**config.mk**
```make
export PLATFORM = sky130hd
export DESIGN_NAME = cond_br_rr_arbiter
export DESIGN_NICKNAME = d
export VERILOG_FILES = /design/src/rtl/cond_br_rr_pkg.sv /design/src/rtl/cond_br_rr_arbiter_rr_pick.sv /design/src/rtl/cond_br_rr_arbiter.sv
export SDC_FILE = /design/constraint.sdc
export NUM_CORES = 1
export LEC_CHECK = 0
export BUFFER_PORTS_ARGS = -buffer_cell sky130_fd_sc_hd__buf_4
export CORE_MARGIN = 2
export CORE_UTILIZATION = 41
export DETAILED_ROUTE_END_ITERATION = 12
export GPL_TIMING_DRIVEN = 0
export PLACE_DENSITY = 0.79
export SYNTH_ARGS = -nofsm -noshare
export SYNTH_HDL_FRONTEND = slang
export SYNTH_SLANG_ARGS = --single-unit
```
**constraint.sdc**
```tcl
create_clock -name clk -period 2 [get_ports clk]
set_clock_uncertainty 0.05 [all_clocks]
set_input_delay 0.1 -clock clk [delete_from_list [all_inputs] [get_ports clk]]
set_output_delay 0.1 -clock clk [all_outputs]
set_load 0.01 [all_outputs]
```
**src/rtl/cond_br_rr_pkg.sv**
```systemverilog
// rtl/cond_br_rr_pkg.sv - shared types and constants for the round-robin conditional-branch arbiter
package cond_br_rr_pkg;

    // One-slot buffer occupancy.
    typedef enum logic {
        EMPTY = 1'b0,
        FULL  = 1'b1
    } state_t;

    // Width of the optional fire counters.
    localparam int CNT_W = 32;

    // Index width.
    // Never returns zero, so a bus is always at least one bit wide.
    function automatic int clog2_min1(input int n);
        int r;
        r = $clog2(n);
        return (r < 1) ? 1 : r;
    endfunction

endpackage

```
**src/rtl/cond_br_rr_arbiter_rr_pick.sv**
```systemverilog
// rtl/cond_br_rr_arbiter_rr_pick.sv - combinational round-robin selector
//
// Returns the first eligible index at or after rr_ptr, scanning upward and
// wrapping modulo NUM_REQ.
//
// Ports:
//   elig    in  NUM_REQ  eligible requesters
//   rr_ptr  in  IDX_W    highest-priority index this cycle
//   any     out 1        at least one requester is eligible
//   w       out IDX_W    winning index (0 when any = 0)
module rr_pick #(
    parameter int NUM_REQ = 4,
    parameter int IDX_W   = 2
) (
    input  logic [NUM_REQ-1:0] elig,
    input  logic [IDX_W-1:0]   rr_ptr,
    output logic               any,
    output logic [IDX_W-1:0]   w
);

    logic [IDX_W-1:0] idx_t;

    // Scan from the lowest priority (offset NUM_REQ-1) down to offset 0.
    // A later hit overwrites an earlier one, so the nearest eligible index
    // at or after rr_ptr wins.
    always_comb begin
        any   = 1'b0;
        w     = '0;
        idx_t = '0;
        for (int k = NUM_REQ - 1; k >= 0; k--) begin
            idx_t = IDX_W'((int'(rr_ptr) + k) % NUM_REQ);
            if (elig[idx_t]) begin
                any = 1'b1;
                w   = idx_t;
            end
        end
    end

endmodule

```
**src/rtl/cond_br_rr_arbiter.sv**
```systemverilog
// rtl/cond_br_rr_arbiter.sv - round-robin arbiter feeding a buffered conditional branch
//
// Optional feature macro: COND_BR_RR_STATS_EN (adds the true_count and false_count outputs).
//
// Ports:
//   clk, rst                 clock; asynchronous active-high reset
//   ins / ins_valid / ins_ready
//                            per-requester data channels (packed, DATA_TYPE bits each)
//   conds / conds_valid / conds_ready
//                            per-requester condition channels
//   trueOut*                 buffered token when the condition is 1, tagged with its requester index
//   falseOut*                buffered token when the condition is 0, tagged with its requester index
//   true_count, false_count  fire counters (only when COND_BR_RR_STATS_EN is defined)
module cond_br_rr_arbiter
    import cond_br_rr_pkg::*;
#(
    parameter  int DATA_TYPE = 32,
    parameter  int NUM_REQ   = 4,
    localparam int IDX_W     = clog2_min1(NUM_REQ)
) (
    input  logic                         clk,
    input  logic                         rst,
    input  logic [NUM_REQ*DATA_TYPE-1:0] ins,
    input  logic [NUM_REQ-1:0]           ins_valid,
    output logic [NUM_REQ-1:0]           ins_ready,
    input  logic [NUM_REQ-1:0]           conds,
    input  logic [NUM_REQ-1:0]           conds_valid,
    output logic [NUM_REQ-1:0]           conds_ready,
    output logic [DATA_TYPE-1:0]         trueOut,
    output logic [IDX_W-1:0]             trueOut_index,
    output logic                         trueOut_valid,
    input  logic                         trueOut_ready,
    output logic [DATA_TYPE-1:0]         falseOut,
    output logic [IDX_W-1:0]             falseOut_index,
    output logic                         falseOut_valid,
    input  logic                         falseOut_ready
`ifdef COND_BR_RR_STATS_EN
    ,
    output logic [CNT_W-1:0]             true_count,
    output logic [CNT_W-1:0]             false_count
`endif
);

    state_t               state;
    logic [IDX_W-1:0]     rr_ptr;
    logic [DATA_TYPE-1:0] data_q;
    logic                 cond_q;
    logic [IDX_W-1:0]     idx_q;

    logic [NUM_REQ-1:0]   elig;
    logic                 any;
    logic [IDX_W-1:0]     w;
    logic                 fire;
    logic                 take;
    logic [IDX_W-1:0]     rr_next;

    assign elig = ins_valid & conds_valid;

    rr_pick #(
        .NUM_REQ (NUM_REQ),
        .IDX_W   (IDX_W)
    ) u_pick (
        .elig   (elig),
        .rr_ptr (rr_ptr),
        .any    (any),
        .w      (w)
    );

    // Only the ready of the selected direction matters.
    assign fire = (state == FULL) & (cond_q ? trueOut_ready : falseOut_ready);

    // Accept a new token into an empty slot, or into a slot draining this cycle.
    // In EMPTY, fire is 0, so the output readies cannot reach ins_ready.
    assign take    = any & ((state == EMPTY) | fire);
    assign rr_next = (w == IDX_W'(NUM_REQ - 1)) ? '0 : w + 1'b1;

    // One-hot grant to the winner only; rst blocks it so nothing is consumed during reset.
    always_comb begin
        ins_ready = '0;
        if (take && !rst) begin
            ins_ready[w] = 1'b1;
        end
    end
    assign conds_ready = ins_ready;

    always_ff @(posedge clk or posedge rst) begin
        if (rst) begin
            state  <= EMPTY;
            rr_ptr <= '0;
            data_q <= '0;
            cond_q <= 1'b0;
            idx_q  <= '0;
        end else begin
            if (take) begin
                data_q <= ins[int'(w)*DATA_TYPE +: DATA_TYPE];
                cond_q <= conds[w];
                idx_q  <= w;
                rr_ptr <= rr_next;
                state  <= FULL;
            end else if (fire) begin
                state  <= EMPTY;
            end
        end
    end

    assign trueOut_valid  = (state == FULL) &  cond_q;
    assign falseOut_valid = (state == FULL) & ~cond_q;
    assign trueOut        = data_q;
    assign falseOut       = data_q;
    assign trueOut_index  = idx_q;
    assign falseOut_index = idx_q;

`ifdef COND_BR_RR_STATS_EN
    // Both counters wrap naturally at 2^CNT_W.
    always_ff @(posedge clk or posedge rst) begin
        if (rst) begin
            true_count  <= '0;
            false_count <= '0;
        end else if (fire) begin
            if (cond_q) begin
                true_count  <= true_count + 1'b1;
            end else begin
                false_count <= false_count + 1'b1;
            end
        end
    end
`endif

endmodule

```
==> qor.txt, run 1 <==
kind of critical path -> reg -> out
Post-synth EDFFs -> 0
die width -> 88.22 um
DR pass1 iterations -> 4
reg-to-reg endpoint -> falseOut[30]
via count -> 3249
final number of setup-violating endpoints -> 7
Final HPWL DP -> 8.341 mm
Worst R2R Setup Slack -> 10 ps
mapped cell area -> 2908 um^2
wirelength, routed -> 11.22 mm
gp weighted congestion -> 0.8229
Crit Reg-Reg Startpoint -> rr_ptr[0]
via/cell ratio -> 5.190
LEAKAGE -> 2.631 nW
Max-cap violations -> 0
port bufs -> 221
final hold vios -> 38
Die ar. -> 7782 um^2
synth warn -> 0
VDD IR max -> 0.6791 mV
worst slew pin tran -> 857.7 ps
Clock Latency Late Sink -> 290 ps
core area -> 6832 um^2
PD cells -> 1245 nW/um^2
register area share after synthesis -> 32.70%
most frequent cells in the layout -> buf_4 (265), mux2i_1 (50), dfrtp_1 (37)
Post-Syn Area per Cell -> 10.06 um^2
initial core utilization -> 42.56%
CP Capture Point -> ins_ready[1]
max-slew violations -> 0
relative slew slack -> 42.74%
CP endpoint kind -> output pin
Congestion Overflow GR -> 0
clk slew on worst S/H paths -> 80 ps
RSZ-0062 raised after global routing -> yes
Remaining DRCs -> 0
setup TNS -> -442.9 ps
asr flop ratio synth -> 100.0%
Power Total -> 0.006382 W
Post-Synthesis Cells -> 289
Die Y-Extent -> 88.22 um
crit path launch -> cond_q
Max clock buf depth -> 2
TritonCTS clock tree -> yes
Arr. time, crit path -> 2030 ps
synth-to-layout area growth -> 76.25%
average wire per standard cell -> 17.92 um
Final WS setup -> -177.0 ps
Yosys cell types -> 37
final net count -> 674
CP max FO -> 10
required time of the critical path -> 1850 ps
crit path launch type -> flip-flop
# H-tree levels -> 2
Setup WS pre-CTS -> -150.2 ps
Initial DRC Count -> 103
HP Class -> in -> async
ANT cells -> 0
initial antenna violation count -> 0
Main synth FF type -> dfrtp_1
Tmin final -> 2177 ps
first-pass GRT wire length -> 15.36 mm
R2R depth -> 8
CTS sink cnt -> 38
hold_ws -> -37.56 ps
Final period util -> 108.9%
share of layout cells above drive strength 1 -> 62.83%
clock root cell -> clkbuf_8
Max Freq -> 0.4593 GHz
I/O pin cnt -> 222
number of placement rows -> 30
failing checks -> negative hold slack, negative setup slack
status -> complete, but fails checks
number of global-route vias before repair -> 3135
syn_nets -> 434
Post-DRT Antenna Nets -> 0
Total GRT Usage -> 25.52%
most common cell after layout, fill and taps aside -> buf_4
largest net degree at the start of global routing -> 41
CTS buffer count -> 5
#FFs+latches synth -> 38
==> flip-flops by register name, indices dropped and copies added (netlist names) <==
| register | cells |
|---|---|
| falseOut_index | 2 |
| falseOut | 32 |
| rr_ptr | 2 |
| state | 1 |
| cond_q | 1 |
==> cells by family (layout without fill, tap and decap cells) <==
| family | after synthesis | in the layout | share of synthesized area, % |
|---|---|---|---|
| AOI/OAI and AO/OA | 79 | 79 | 25.09 |
| and+or+nand+nor | 60 | 60 | 9.940 |
| DFF | 38 | 38 | 32.70 |
| adders and majority gates | 1 | 1 | 0.4302 |
| muxes | 50 | 50 | 17.21 |
| buffers and inverters | 61 | 302 | 14.63 |
==> cells in the mapped netlist (all sizes together) (2+ instances only) <==
library cell,instances,area [um^2]
mux2i,50,500.5
a211oi,35,330.3
a21boi,17,127.6
nand3,2,15.01
clkbuf,8,30.03
a21oi,4,20.02
nor2,19,71.32
nor4,2,12.51
nand2,26,107.6
o221ai,16,140.1
and2,4,30.03
buf,49,380.4
nand3b,2,15.01
dfrtp,38,950.9
inv,4,15.01
o2111ai,2,52.55
==> worst min path at each step <==
stage	startpoint	end	slack, ps	cells after the start
2_1_floorplan	rst	conds_ready[0]	210	1
6_report	rst	falseOut[18]	-40	2
3_3_place_gp	ins[49]	falseOut[17]	370	3
5_1_grt	rst	cond_q	20	2
4_1_cts	rst	cond_q	-20	2
3_5_place_dp	rst	falseOut_index[1]	290	2
==> critical path, stage by stage, from the launching register on <==
cell	delay (ps)
dfrtp_1	430
mux2i_1	410
nand2_1	130
nand2_1	130
buf_2	280
nor4_4	90
buf_4	150
buf_6	110
==> where the power goes <==
part	switching, W	leakage (nW)	internal (W)
combinational	0.00186	2.14	0.00233
clock	0.000307	0.0504	0.000371
sequential	0.000372	0.442	0.00114
==> stage by stage <==
stage	instance area, um^2	std cells	util (%)
global placement	4687	606	68.61
floorplan	2908	289	-
detailed placement	4687	606	68.61
finish	5125	626	75.02
CTS	4935	619	72.23
global route	5125	626	75.02
==> layout make-up <==
cell class | instances | area (um^2)
Clock inverter | 3 | 45.04
Multi-Input combinational cell | 190 | 1645
Fill cell | 510 | 1707
Tap cell | 96 | 120.1
Clock buffer | 5 | 68.82
Sequential cell | 38 | 952.2
Timing Repair Buffer | 236 | 1837
Inverter | 4 | 17.52
Buffer | 54 | 439.2
==> per-layer routing <==
metal / global-route usage (%) / part of all wire, % / vias up
met5: 0 / 0 / -
met2: 46.34 / 54 / 184
met4: 8.540 / 1.9 / 0
met3: 6.530 / 8.7 / 16
met1: 29.13 / 36 / 1530
li1: - / - / 1519
==> timing repair <==
| action | 4_1_cts | 5_1_grt |
|---|---|---|
| endpoints found under the hold margin | 38 | 0 |
| setup endpoints to repair | 13 | 42 |
| resized for setup | 20 | 33 |
| setup buffers | 7 | 7 |
| pin swaps | 4 | 6 |
| cloned | 0 | 1 |
(Power assumes the default switching activity.)
==> run 2, diff against run 1 <==
--- a/config.mk
+++ b/config.mk
@@ -11,6 +11,7 @@
 export DETAILED_ROUTE_END_ITERATION = 12
 export GPL_TIMING_DRIVEN = 0
 export PLACE_DENSITY = 0.79
+export REMOVE_ABC_BUFFERS = 1
 export SYNTH_ARGS = -nofsm -noshare
 export SYNTH_HDL_FRONTEND = slang
 export SYNTH_SLANG_ARGS = --single-unit
==> run 2 against run 1 <==
  * The run ends with negative setup slack left
  * Register-to-register slack better by 80 ps
  * Hold slack gained 120 ps
  * Count of clock-buffer cells in the layout rose by 1
  * Flip-flop and latch count unchanged
  * Critical path depth is the same
  * Routed wire length shrank 9.0%
  * Sequential share of layout area grew 1.2 points
  * Via count is 6.9% lower
  * First-iteration DRC count shrank 8.7%
  * Global-route usage shrank 0.15 points
  * Core utilization shrank 4.6 points
  * Final cell count fell by 7.3%
  * Critical path type unchanged
==> qor.txt, run 2 (synthesized netlist as in run 1, its figures left out) <==
status -> complete, but fails checks
failing checks -> negative setup slack
number of global-route vias before repair -> 3053 (-2.6%)
Comb power frac -> 63.9% (-1.8 points)
gp weighted congestion -> 0.8139 (-1.1%)
clock root cell -> clkbuf_8
clk slew on worst S/H paths -> 80 ps (about the same)
final number of setup-violating endpoints -> 1 (-6)
CTS sink cnt -> 38 (unchanged)
via count -> 3025 (-6.9%)
die width -> 88.22 um (unchanged)
Total GRT Usage -> 25.37% (-0.15 points)
DR pass1 iterations -> 4 (unchanged)
Max Freq -> 0.4999 GHz (+8.8%)
area of the multi-input gates -> 1663 um^2 (+1.1%)
initial core utilization -> 42.56% (unchanged)
Die Y-Extent -> 88.22 um (unchanged)
DP Area -> 4299 um^2 (-8.3%)
required time of the critical path -> 1850 ps (about the same)
Seq pwr share -> 26.3% (+2.7 points)
CP Capture Point -> conds_ready[2]
kind of critical path -> reg -> out
# placed instances -> 550 (-9.2%)
final hold vios -> 0 (-100%)
largest net degree at the start of global routing -> 34 (-17%)
cell area after layout -> 4808 um^2 (-6.2%)
Fillers -> 537 (+5.3%)
average wire per standard cell -> 17.61 um (-1.8%)
relative slew slack -> 49.16% (+6.4 points)
RSZ-0062 raised after global routing -> yes
via/cell ratio -> 5.216 (+0.49%)
most common cell after layout, fill and taps aside -> buf_4
initial antenna violation count -> 0 (unchanged)
share of layout cells above drive strength 1 -> 58.88% (-3.9 points)
Remaining DRCs -> 0 (unchanged)
Max clock buf depth -> 2 (unchanged)
P_sw -> 0.002386 W (-6.1%)
ANT cells -> 0 (unchanged)
Final WS setup -> -0.4016 ps (+176.6 ps)
I/O pin cnt -> 222 (unchanged)
worst slew pin tran -> 762.6 ps (-95.09 ps)
Clock Latency Late Sink -> 280 ps (about the same)
Arr. time, crit path -> 1850 ps (-180 ps)
R2R depth -> 8 (unchanged)
TritonCTS clock tree -> yes
Final HPWL DP -> 7.100 mm (-15%)
Finished Layout Cells -> 580 (-7.3%)
synth-to-layout area growth -> 65.36%
CTS buffer count -> 5 (unchanged)
number of flip-flops in the largest register -> 32 (unchanged)
Post-DRT Antenna Nets -> 0 (unchanged)
Tmin final -> 2000 ps (-176.6 ps)
Die ar. -> 7782 um^2 (unchanged)
first-pass GRT wire length -> 15.22 mm (-0.90%)
Crit Reg-Reg Startpoint -> rr_ptr[0]
reg-to-reg endpoint -> falseOut[11]
Initial DRC Count -> 94 (-8.7%)
CP max FO -> 4 (-6)
Worst R2R Setup Slack -> 90 ps (+80 ps)
Max-cap violations -> 0 (unchanged)
LEAKAGE -> 2.425 nW (-7.8%)
final net count -> 628 (-6.8%)
crit path launch type -> flip-flop
sequential cell area -> 952.2 um^2 (unchanged)
core area -> 6832 um^2 (unchanged)
HP Class -> in -> reg
max-slew violations -> 0 (unchanged)
clock share of power -> 9.8% (-0.8 points)
VDD IR max -> 0.6211 mV (-8.5%)
crit path launch -> rr_ptr[0]
Sw Ratio -> 41.62% (+1.8 points)
most frequent cells in the layout -> buf_4 (228), mux2i_1 (49), dfrtp_1 (37)
Pint -> 0.003348 W (-13%)
Congestion Overflow GR -> 0 (unchanged)
Power Total -> 0.005734 W (-10%)
wirelength, routed -> 10.21 mm (-9.0%)
CP endpoint kind -> output pin
PD cells -> 1193 nW/um^2 (-4.2%)
Final period util -> 100.0% (-8.8 points)
port bufs -> 221 (unchanged)
number of placement rows -> 30 (unchanged)
# H-tree levels -> 2 (unchanged)
==> run 2: cell types whose count changed in the layout (fill, tap and decap cells not counted), sizes merged <==
cell         change
a32oi            +1
buf             -45
bufbuf           +1
bufinv           -1
clkbuf           -5
clkinv           +1
clkinvlp         -1
dlygate4sd3      +1
inv              +1
o31ai            +1
==> run 2: cell type report <==
| class | count | share of cell area [%] |
|---|---|---|
| Clock buffer | 6 | 1.717 |
| Clock inverter | 2 | 0.2602 |
| Inverter | 4 | 0.6505 |
| Multi-Input combinational cell | 192 | 34.58 |
| Sequential cell | 38 | 19.80 |
| Tap cell | 96 | 2.498 |
| Timing Repair Buffer | 241 | 40.31 |
| Timing Repair inverter | 1 | 0.1821 |
==> run 2: power groups by stage <==
| stage | registers (W) | logic (W) | clock network [W] |
|---|---|---|---|
| 2_1_floorplan | 0.00176 | 0.00127 | 0 |
| 3_3_place_gp | 0.00150 | 0.00313 | 0 |
| 3_5_place_dp | 0.00151 | 0.00321 | 0 |
| 4_1_cts | 0.00150 | 0.00356 | 0.000573 |
| 5_1_grt | 0.00156 | 0.00393 | 0.000605 |
| 6_report | 0.00151 | 0.00367 | 0.000561 |
==> run 2: worst min-delay path by stage <==
stage          cells past startpoint    start           endpoint
6_report                           3  ins[18]       falseOut[18]
5_1_grt                            3  ins[39]        falseOut[7]
4_1_cts                            3  ins[18]       falseOut[18]
3_5_place_dp                       2      rst  falseOut_index[1]
3_3_place_gp                       3  ins[39]        falseOut[7]
2_1_floorplan                      1      rst     conds_ready[0]
==> run 2: what timing repair did <==
action / in CTS / in global routing
gates cloned: 4 / 0
hold buffers: 2 / 0
hold endpoints to repair: 33 / 0
endpoints found under the setup margin: 44 / 29
resized for setup: 16 / 12
buffers inserted: 10 / 6
pin swaps: 6 / 8
==> run 2: critical path, cell delays in order, from the launching register on <==
cell	delay, ps
dfrtp_1	390
nand3b_1	150
buf_4	140
a21oi_4	60
nor3_4	300
ha_2	220
and3_4	200
buf_6	100
==> run 2: per-stage QoR <==
step	TNS (ps)	setup slack (ps)	hold slack [ps]	utilization [%]
2_1_floorplan	-15490	-499.7	239.5	-
3_3_place_gp	-36860	-1008	366.1	62.60
3_5_place_dp	-31480	-1053	297.2	62.93
4_1_cts	-69.58	-35.38	75.95	68.48
5_1_grt	-632.0	-109.4	84.00	70.38
6_report	-0.4016	-0.4016	79.43	70.38
==> run 2: layer usage <==
layer / track usage [%] / vias up / wire length (um)
met5: 0 / - / 0
met4: 9.091 / 0 / 182
met3: 3.825 / 14 / 586
met2: 44.09 / 117 / 5519
met1: 32.08 / 1460 / 3926
li1: - / 1434 / -
==> run 3, diff against run 2 <==
--- a/config.mk
+++ b/config.mk
@@ -5,13 +5,14 @@
 export SDC_FILE = /design/constraint.sdc
 export NUM_CORES = 1
 export LEC_CHECK = 0
-export BUFFER_PORTS_ARGS = -buffer_cell sky130_fd_sc_hd__buf_4
 export CORE_MARGIN = 2
-export CORE_UTILIZATION = 41
+export CORE_UTILIZATION = 42
 export DETAILED_ROUTE_END_ITERATION = 12
+export DONT_BUFFER_PORTS = 1
 export GPL_TIMING_DRIVEN = 0
-export PLACE_DENSITY = 0.79
+export PLACE_DENSITY = 0.53
 export REMOVE_ABC_BUFFERS = 1
 export SYNTH_ARGS = -nofsm -noshare
 export SYNTH_HDL_FRONTEND = slang
 export SYNTH_SLANG_ARGS = --single-unit
+export TNS_END_PERCENT = 1
==> run 3 against run 2 <==
  * The flow now finishes without violations
  * Sequential share of layout area up 9.2 points
  * Flip-flop and latch count unchanged
  * Via count shrank 24%
  * First-iteration DRC count grew 14%
  * Hold slack worse by 76 ps
  * Sequential power is 25% higher
  * Non-clock buffer count down 200
  * Core utilization down 22 points
  * Die area fell by 2.3%
  * Register-to-register slack worse by 20 ps
  * Cell area fell by 32%
  * Routed wire length decreased by 19%
  * Critical path type unchanged
==> qor.txt, run 3 (synthesized netlist as in run 1, its figures left out) <==
kind of critical path -> reg -> out
Seq pwr share -> 43.3% (+17 points)
via/cell ratio -> 6.304 (+21%)
max-slew violations -> 0 (unchanged)
Max Freq -> 0.5151 GHz (+3.0%)
Max clock buf depth -> 2 (unchanged)
final hold vios -> 0 (unchanged)
port bufs -> 0 (-100%)
core area -> 6756 um^2 (-1.1%)
Max-cap violations -> 0 (unchanged)
Post-DRT Antenna Nets -> 0 (unchanged)
wirelength, routed -> 8.321 mm (-19%)
I/O pin cnt -> 222 (unchanged)
clock share of power -> 12.7% (+2.9 points)
met3 WL -> 513 um (-12%)
Die Y-Extent -> 87.21 um (-1.1%)
setup TNS -> 0 ps (+0.4016 ps)
HP Class -> in -> reg
P_sw -> 0.002113 W (-11%)
Final period util -> 97.07% (-3.0 points)
Total GRT Usage -> 20.25% (-5.1 points)
share of layout cells above drive strength 1 -> 21.05% (-38 points)
Worst path slowest cell -> dfrtp_2
final net count -> 429 (-32%)
PD cells -> 1332 nW/um^2 (+12%)
Sw Ratio -> 48.36% (+6.7 points)
clock root cell -> clkbuf_8
Fillers -> 616 (+15%)
worst slew pin tran -> 816.6 ps (+54.00 ps)
M1 WL -> 3.434 mm (-13%)
status -> finished clean
ANT cells -> 0 (unchanged)
final number of setup-violating endpoints -> 0 (-1)
number of placement rows -> 30 (unchanged)
post-layout util -> 48.57% (-22 points)
Final HPWL DP -> 4.957 mm (-30%)
via count -> 2301 (-24%)
family with the most delay on the worst path -> simple AND/OR/NAND/NOR gates
average wire per standard cell -> 22.80 um (+29%)
first-pass GRT wire length -> 11.77 mm (-23%)
Congestion Overflow GR -> 0 (unchanged)
most common cell after layout, fill and taps aside -> mux2i_1
Remaining DRCs -> 0 (unchanged)
CP endpoint kind -> output pin
required time of the critical path -> 1850 ps (about the same)
die width -> 87.21 um (-1.1%)
TritonCTS clock tree -> yes
initial antenna violation count -> 0 (unchanged)
cells along the critical path -> nand3_2 > a211oi_4 > nor3_4 > ha_1 > and3_4
number of global-route vias before repair -> 2244 (-26%)
Initial DRC Count -> 107 (+14%)
buffers and inverters on the worst path -> 0 (-2)
DR pass1 iterations -> 4 (unchanged)
clk slew on worst S/H paths -> 70 ps (about the same)
top layer in use -> met4
most frequent cells in the layout -> mux2i_1 (49), dfrtp_1 (37), dlygate4sd3_1 (26)
LEAKAGE -> 1.411 nW (-42%)
CP max FO -> 6 (+2)
VDD IR max -> 0.6176 mV (-0.57%)
crit path launch type -> flip-flop
gp weighted congestion -> 0.7325 (-10%)
initial core utilization -> 43.04% (+0.47 points)
Comb power frac -> 44.0% (-20 points)
Arr. time, crit path -> 1790 ps (-60 ps)
# H-tree levels -> 2 (unchanged)
synth-to-layout area growth -> 12.87%
RSZ-0062 raised after global routing -> yes
Crit path largest cell delay -> 470 ps (+80 ps)
Tmin final -> 1941 ps (-59.04 ps)
relative slew slack -> 45.56% (-3.6 points)
Die ar. -> 7605 um^2 (-2.3%)
largest net degree at the start of global routing -> 41 (+21%)
CTS sink cnt -> 38 (unchanged)
met2 routed wirelength -> 4.231 mm (-23%)
number of flip-flops in the largest register -> 32 (unchanged)
Pint -> 0.002257 W (-33%)
Clock Latency Late Sink -> 280 ps (about the same)
CTS buffer count -> 5 (unchanged)
[run 3: cell types whose count changed in the layout (fill, tap and decap cells not counted), sizes merged]
cell	previous run	this run
clkinvlp	1	0
bufbuf	1	0
clkbuf	6	7
clkinv	1	2
buf	239	15
dlygate4sd3	1	26
[run 3: what timing repair did]
item / CTS / global route
endpoints found under the setup margin: 45 / 41
gates cloned: 3 / 1
gates resized for setup: 14 / 15
pin swaps: 4 / 8
hold buffers: 26 / 0
hold endpoints to repair: 50 / 0
setup buffers: 7 / 9
[run 3: final cells by class]
cell class	instances	area, um^2	share of cell area (%)
Tap cell	80	100.1	3.050
Timing Repair inverter	2	22.52	0.6862
Inverter	4	43.79	1.334
Multi-Input combinational cell	192	1670	50.90
Clock buffer	7	86.33	2.631
Clock inverter	1	5.005	0.1525
Sequential cell	38	952.2	29.01
Timing Repair Buffer	41	401.6	12.24
[run 3: final timing paths]
path                            from  cells after the start  slack (ps)              to
max                        rr_ptr[1]                      5          60  conds_ready[2]
min reg2reg                rr_ptr[0]                      2         540       rr_ptr[0]
max in group asynchronous        rst                      2        1230       rr_ptr[1]
max reg2reg                rr_ptr[0]                      7          70    falseOut[25]
min                          ins[18]                      2           3    falseOut[18]
min in group asynchronous        rst                      2         290    falseOut[18]
[run 3: worst register-to-register path, cell delays in order, from the launching register on]
cell	delay (ps)
dfrtp_1	410
nand3b_1	270
o2111ai_4	200
nand2_8	140
buf_12	160
inv_8	200
mux2i_1	290
a211oi_2	100
[run 3: routing by layer]
layer | vias to the layer above | global-route usage [%]
li1 | 1033 | -
met4 | 0 | 6.573
met3 | 14 | 4.645
met1 | 1134 | 25.61
met2 | 120 | 34.21
met5 | - | 0
[run 3: metrics by stage]
| step | instances | hold slack (ps) | cell area [um^2] | setup WS (ps) | total power [W] |
|---|---|---|---|---|---|
| 2_1_floorplan | 232 | 239.5 | 2497 | -499.7 | 0.003026 |
| 3_3_place_gp | 312 | 245.2 | 2597 | -1186 | 0.003410 |
| 3_5_place_dp | 312 | 172.0 | 2600 | -1145 | 0.003420 |
| 4_1_cts | 356 | 1.460 | 3127 | -128.6 | 0.004232 |
| 5_1_grt | 365 | 4.152 | 3282 | -68.88 | 0.004665 |
| 6_report | 365 | 3.201 | 3282 | 58.64 | 0.004370 |
[run 3: power by group through the flow]
stage	clock [W]	sequential (W)	combinational [W]
2_1_floorplan	0	0.00176	0.00127
3_3_place_gp	0	0.00190	0.00151
3_5_place_dp	0	0.00189	0.00153
4_1_cts	0.000574	0.00189	0.00176
5_1_grt	0.000607	0.00196	0.00209
6_report	0.000554	0.00189	0.00192
